### src/rtl/fetch_flow_controller.sv
// Fetch flow controller: owns the program counter and decides, every cycle,
// whether the PC advances and whether the F/D register loads, holds or
// flushes. Arbitrates I-cache refill, load-use stall and execute redirect.
//
//   state | meaning
//   ------+-----------------------------------------------------------
//   RUN   | normal fetch; PC advances on hit unless stalled/redirected
//   MISS  | I-cache refill outstanding; PC frozen, redirects are parked
module fetch_flow_controller #(
    parameter int                    DATA_WIDTH      = 32,
    parameter logic [DATA_WIDTH-1:0] RESET_PC        = '0,
    parameter int                    STALL_CNT_WIDTH = 32
) (
    input  logic                       clk,
    input  logic                       rst,
    input  logic                       icache_hit_i,
    input  logic                       icache_fill_done_i,
    input  logic                       load_use_hazard_i,
    input  logic                       redirect_i,
    input  logic [DATA_WIDTH-1:0]      redirect_target_i,
    input  logic [DATA_WIDTH-1:0]      PCPlus4_i,
    output logic [DATA_WIDTH-1:0]      PC_o,
    output logic                       PCEn_o,
    output logic                       FDEn_o,
    output logic                       FDFlush_o,
    output logic                       DEFlush_o,
    output logic                       icache_fill_req_o,
    output logic                       state_o,
    output logic [STALL_CNT_WIDTH-1:0] stall_cycles_o
);

    typedef enum logic {
        ST_RUN  = 1'b0,
        ST_MISS = 1'b1
    } state_t;

    localparam logic [STALL_CNT_WIDTH-1:0] STALL_MAX = '1;
    localparam logic [STALL_CNT_WIDTH-1:0] STALL_ONE = {{(STALL_CNT_WIDTH-1){1'b0}}, 1'b1};

    state_t                state_q;
    state_t                state_nxt;
    logic [DATA_WIDTH-1:0] pc_nxt;
    logic                  pending_q;
    logic                  pending_nxt;
    logic [DATA_WIDTH-1:0] pending_tgt_q;
    logic [DATA_WIDTH-1:0] pending_tgt_nxt;

    assign state_o = (state_q == ST_MISS);

    // State, PC and parked-redirect registers.
    always_ff @(posedge clk) begin
        if (rst) begin
            state_q       <= ST_RUN;
            PC_o          <= RESET_PC;
            pending_q     <= 1'b0;
            pending_tgt_q <= RESET_PC;
        end else begin
            state_q       <= state_nxt;
            PC_o          <= pc_nxt;
            pending_q     <= pending_nxt;
            pending_tgt_q <= pending_tgt_nxt;
        end
    end

    // Next-state and pipeline control decode.
    always_comb begin
        state_nxt         = state_q;
        pc_nxt            = PC_o;
        pending_nxt       = pending_q;
        pending_tgt_nxt   = pending_tgt_q;
        PCEn_o            = 1'b0;
        FDEn_o            = 1'b0;
        FDFlush_o         = 1'b0;
        DEFlush_o         = 1'b0;
        icache_fill_req_o = 1'b0;

        if (rst) begin
            // Everything downstream sees bubbles while reset is held.
            FDFlush_o = 1'b1;
            DEFlush_o = 1'b1;
        end else begin
            case (state_q)
                ST_RUN: begin
                    if (redirect_i) begin
                        PCEn_o    = 1'b1;
                        pc_nxt    = redirect_target_i;
                        FDEn_o    = 1'b1;
                        FDFlush_o = 1'b1;
                        DEFlush_o = 1'b1;
                    end else if (!icache_hit_i) begin
                        // Hold F/D if decode is stalled, otherwise bubble it.
                        state_nxt = ST_MISS;
                        FDEn_o    = !load_use_hazard_i;
                        FDFlush_o = !load_use_hazard_i;
                        DEFlush_o = load_use_hazard_i;
                    end else if (load_use_hazard_i) begin
                        DEFlush_o = 1'b1;
                    end else begin
                        PCEn_o = 1'b1;
                        pc_nxt = PCPlus4_i;
                        FDEn_o = 1'b1;
                    end
                end

                ST_MISS: begin
                    icache_fill_req_o = 1'b1;
                    FDEn_o            = !load_use_hazard_i;
                    FDFlush_o         = !load_use_hazard_i;
                    DEFlush_o         = load_use_hazard_i;

                    if (redirect_i) begin
                        // The wrong-path instructions in F/D and D/E are killed now;
                        // the new PC is applied once the refill completes.
                        FDEn_o    = 1'b1;
                        FDFlush_o = 1'b1;
                        DEFlush_o = 1'b1;
                        if (!icache_fill_done_i) begin
                            pending_nxt     = 1'b1;
                            pending_tgt_nxt = redirect_target_i;
                        end
                    end

                    if (icache_fill_done_i) begin
                        state_nxt   = ST_RUN;
                        pending_nxt = 1'b0;
                        if (redirect_i) begin
                            PCEn_o = 1'b1;
                            pc_nxt = redirect_target_i;
                        end else if (pending_q) begin
                            PCEn_o = 1'b1;
                            pc_nxt = pending_tgt_q;
                        end
                    end
                end

                default: begin
                    state_nxt = ST_RUN;
                end
            endcase
        end
    end

    // Saturating count of cycles where the PC did not advance.
    always_ff @(posedge clk) begin
        if (rst) begin
            stall_cycles_o <= '0;
        end else if (!PCEn_o && (stall_cycles_o != STALL_MAX)) begin
            stall_cycles_o <= stall_cycles_o + STALL_ONE;
        end
    end

endmodule

### config.mk
export PLATFORM = sky130hd
export DESIGN_NAME = fetch_flow_controller
export DESIGN_NICKNAME = d
export VERILOG_FILES = /design/src/rtl/fetch_flow_controller.sv
export SDC_FILE = /design/constraint.sdc
export NUM_CORES = 1
export LEC_CHECK = 0
export BUFFER_PORTS_ARGS = -buffer_cell sky130_fd_sc_hd__clkbuf_2
export CORE_ASPECT_RATIO = 1.5
export CORE_MARGIN = 3
export CORE_UTILIZATION = 39
export CTS_BUF_LIST = sky130_fd_sc_hd__clkbuf_4 sky130_fd_sc_hd__clkbuf_8
export DETAILED_ROUTE_END_ITERATION = 12
export HOLD_SLACK_MARGIN = 0.12
export PLACE_DENSITY = 0.68
export SETUP_SLACK_MARGIN = 0.02
export SKIP_LAST_GASP = 1
export SLEW_MARGIN = 20
export SYNTH_ARGS = -nofsm -noshare
export SYNTH_HDL_FRONTEND = slang
export SYNTH_SLANG_ARGS = --single-unit
### constraint.sdc
create_clock -name clk -period 2.7 [get_ports clk]
set_input_delay 0.54 -clock clk [delete_from_list [all_inputs] [get_ports clk]]
set_output_delay 0.54 -clock clk [all_outputs]
set_load 0.01 [all_outputs]
==> out/results.ini <==
[timing]
period_needed_ns=2.48
finalWorstSetupSlack_ns=0.219
finalHoldViolations=0
finalSetupTns_ns=0
slew_violations=0
fmax_ghz=0.403
rsz0062_at_grt=no
setup_viol=0
clock_skew_ns=0.00890
slew_headroom_pct=46.0
tightest_slew_ns=0.810
fin_crit_sh_pct=91.9

[setup_path]
cp.arrival_ns=2.77
cp.required_ns=2.99
critical_path.max_fanout=10
cp-start-kind=flop
setup.worst_path.end_class=flop
crit_type=reg -> reg

[floorplanning]
die_x_um=94.8
rows=48
core_um2=11500
io_pins=140
start_util_pct=40.0
die_h_um=139
dieArea_um2=13200

[pwr]
p_switching_mw=0.804
cell_internal_pwr_mw=2.28
clkPwrFrac_pct=37.0
seq_power_share_pct=49.8
powerDensity_nw_per_um2=544
pwr-share-comb_pct=13.2
sw_frac_of_total_pct=26.1
leakagePower_nw=2.15
ir_drop_uv=263
power_mw=3.09

[clocking]
clock-sinks=98
post_cts_buffers=0
cts_made_buffers=9
htreeDepth=3
root_buffer=clkbuf_8
clk_pin_slew_ns=0.10
cts_buffer_depth=2
clk_latency_ns=0.36
cts_tree=built

[logic_synthesis]
synth_cells=582
async_flop_share_pct=0
yosysMostFrequentCell=nand2_1
syn-cell-area_um2=4610
synth.net_count=653
synth_common_cells=nand2_1 (140), dfxtp_1 (98), a21oi_1 (90), clkbuf_1 (36), mux2i_1 (33)
synth_edf_count=0
synth.avg_cell_area_um2=7.93
ys_top_cells_by_area=dfxtp_1 (43%), nand2_1 (11%), a21oi_1 (9.8%)
synth.top_cell.area_share_pct=42.5
ys_seq_area_share_pct=42.5
ys_seq_elements=98
synth_top_area_cell=dfxtp_1
synth_flop_cell=dfxtp_1
yosysWarnings=0
ys_types=45

[grt]
grt_antenna_before_repair=0
grt_pass1_wl_mm=21.5
grt_max_degree=77
grtUsageTotal_pct=20.1
grt_pass1_vias=4528
grt_overflow=0

[place]
port_buffers=139
dp_slack_ns=0.134
dpl.cell_count=840
gp_congestion=0.814
dpl.hpwl_mm=9.06

[job]
maxCapViolCount=0

[routing]
vias=4701
drt_iter0_markers=213
vias_per_cell=5.50
wl_per_cell_um=15.4
firstDrtPassIters=4
routed_wl_mm=13.2
drc=0
ant_nets=0

[hold_path]
hold_path.class=in -> reg

[layout]
nNetsFinal=772
stdcell_count=855
syn2layout_area_growth_pct=23.0
drive_above_1_share_pct=26.1
final_core_util_pct=49.2
diodes=0

[run_status]
status=complete, no violations

[power groups by stage]
stage	sequential, mW	combinational [mW]	clock (mW)
6_report	1.54	0.407	1.14
5_1_grt	1.54	0.453	1.24
4_1_cts	1.54	0.413	1.18
3_5_place_dp	1.57	0.412	0
3_3_place_gp	1.57	0.402	0
2_1_floorplan	1.59	0.218	0
[layer usage]
metal | global-route usage [%] | share of wire (%)
met1 | 23.3 | 41
met2 | 34.3 | 49
met3 | 6.62 | 8.4
met4 | 6.46 | 1.0
met5 | 0 | 0
[logic make-up after synthesis]
| family | Yosys count | synth area share [%] |
|---|---|---|
| and+or+nand+nor | 239 | 24.8 |
| buffers and inverters | 48 | 4.01 |
| DFF | 98 | 42.5 |
| xor gates and xnor gates | 3 | 0.570 |
| AOI/OAI and AO/OA | 156 | 19.7 |
| adders and majority gates | 1 | 0.271 |
| muxes | 37 | 8.14 |
[worst max-delay path, cell delays in order, from the launching register on]
cell	delay [ns]
dfxtp_1	0.41
ha_1	0.21
nand3_2	0.16
or3_4	0.46
or4b_4	0.60
or4_1	0.42
a21oi_1	0.16
[cell type report]
type	instances	area [um^2]
Clock buffer	9	124
Clock inverter	6	114
Fill cell	1181	5860
Inverter	4	15.0
Multi-Input combinational cell	436	2470
Sequential cell	98	1960
Tap cell	150	188
Timing Repair Buffer	152	796
[path summary, 6_finish.rpt]
| kind | from | slack [ns] | cells past startpoint | to |
|---|---|---|---|---|
| max | stall_cycles_o[0] | 0.22 | 6 | stall_cycles_o[28] |
| min | icache_fill_done_i | 0.40 | 2 | pending_q |
| max reg2reg | stall_cycles_o[0] | 0.22 | 6 | stall_cycles_o[28] |
| min reg2reg | pending_tgt_q[11] | 0.46 | 2 | pending_tgt_q[11] |
[registers in the layout, indices dropped and copies added (netlist names)]
| signal | cells |
|---|---|
| PC_o | 32 |
| pending_q | 1 |
| pending_tgt_q | 32 |
| state_o | 1 |
| stall_cycles_o | 32 |
[layout by cell type, fill, tap and decap left out, drive strengths merged, types with 13 or more instances in the layout]
master,n
or3,15
nand2,140
a21oi,90
clkbuf,147
buf,14
mux2i,33
nand4,13
o21ai,16
nand3,13
nor2,14
o211ai,32
dfxtp,98
[through the flow]
stage / hold slack, ns / area, um^2
final: 0.400 / 5670
after global routing: 0.388 / 5670
after CTS: 0.368 / 5670
after detailed placement: 0.448 / 5430
after global placement: 0.441 / 5430
after floorplan: 0.436 / 4610
[what timing repair did]
action | CTS | global route
hold buffers | 0 | 0
endpoints found under the setup margin | 0 | 3
hold endpoints to repair | 0 | 0
gates resized for setup | 0 | 1
Note: power is estimated with default switching activity, not from simulation.
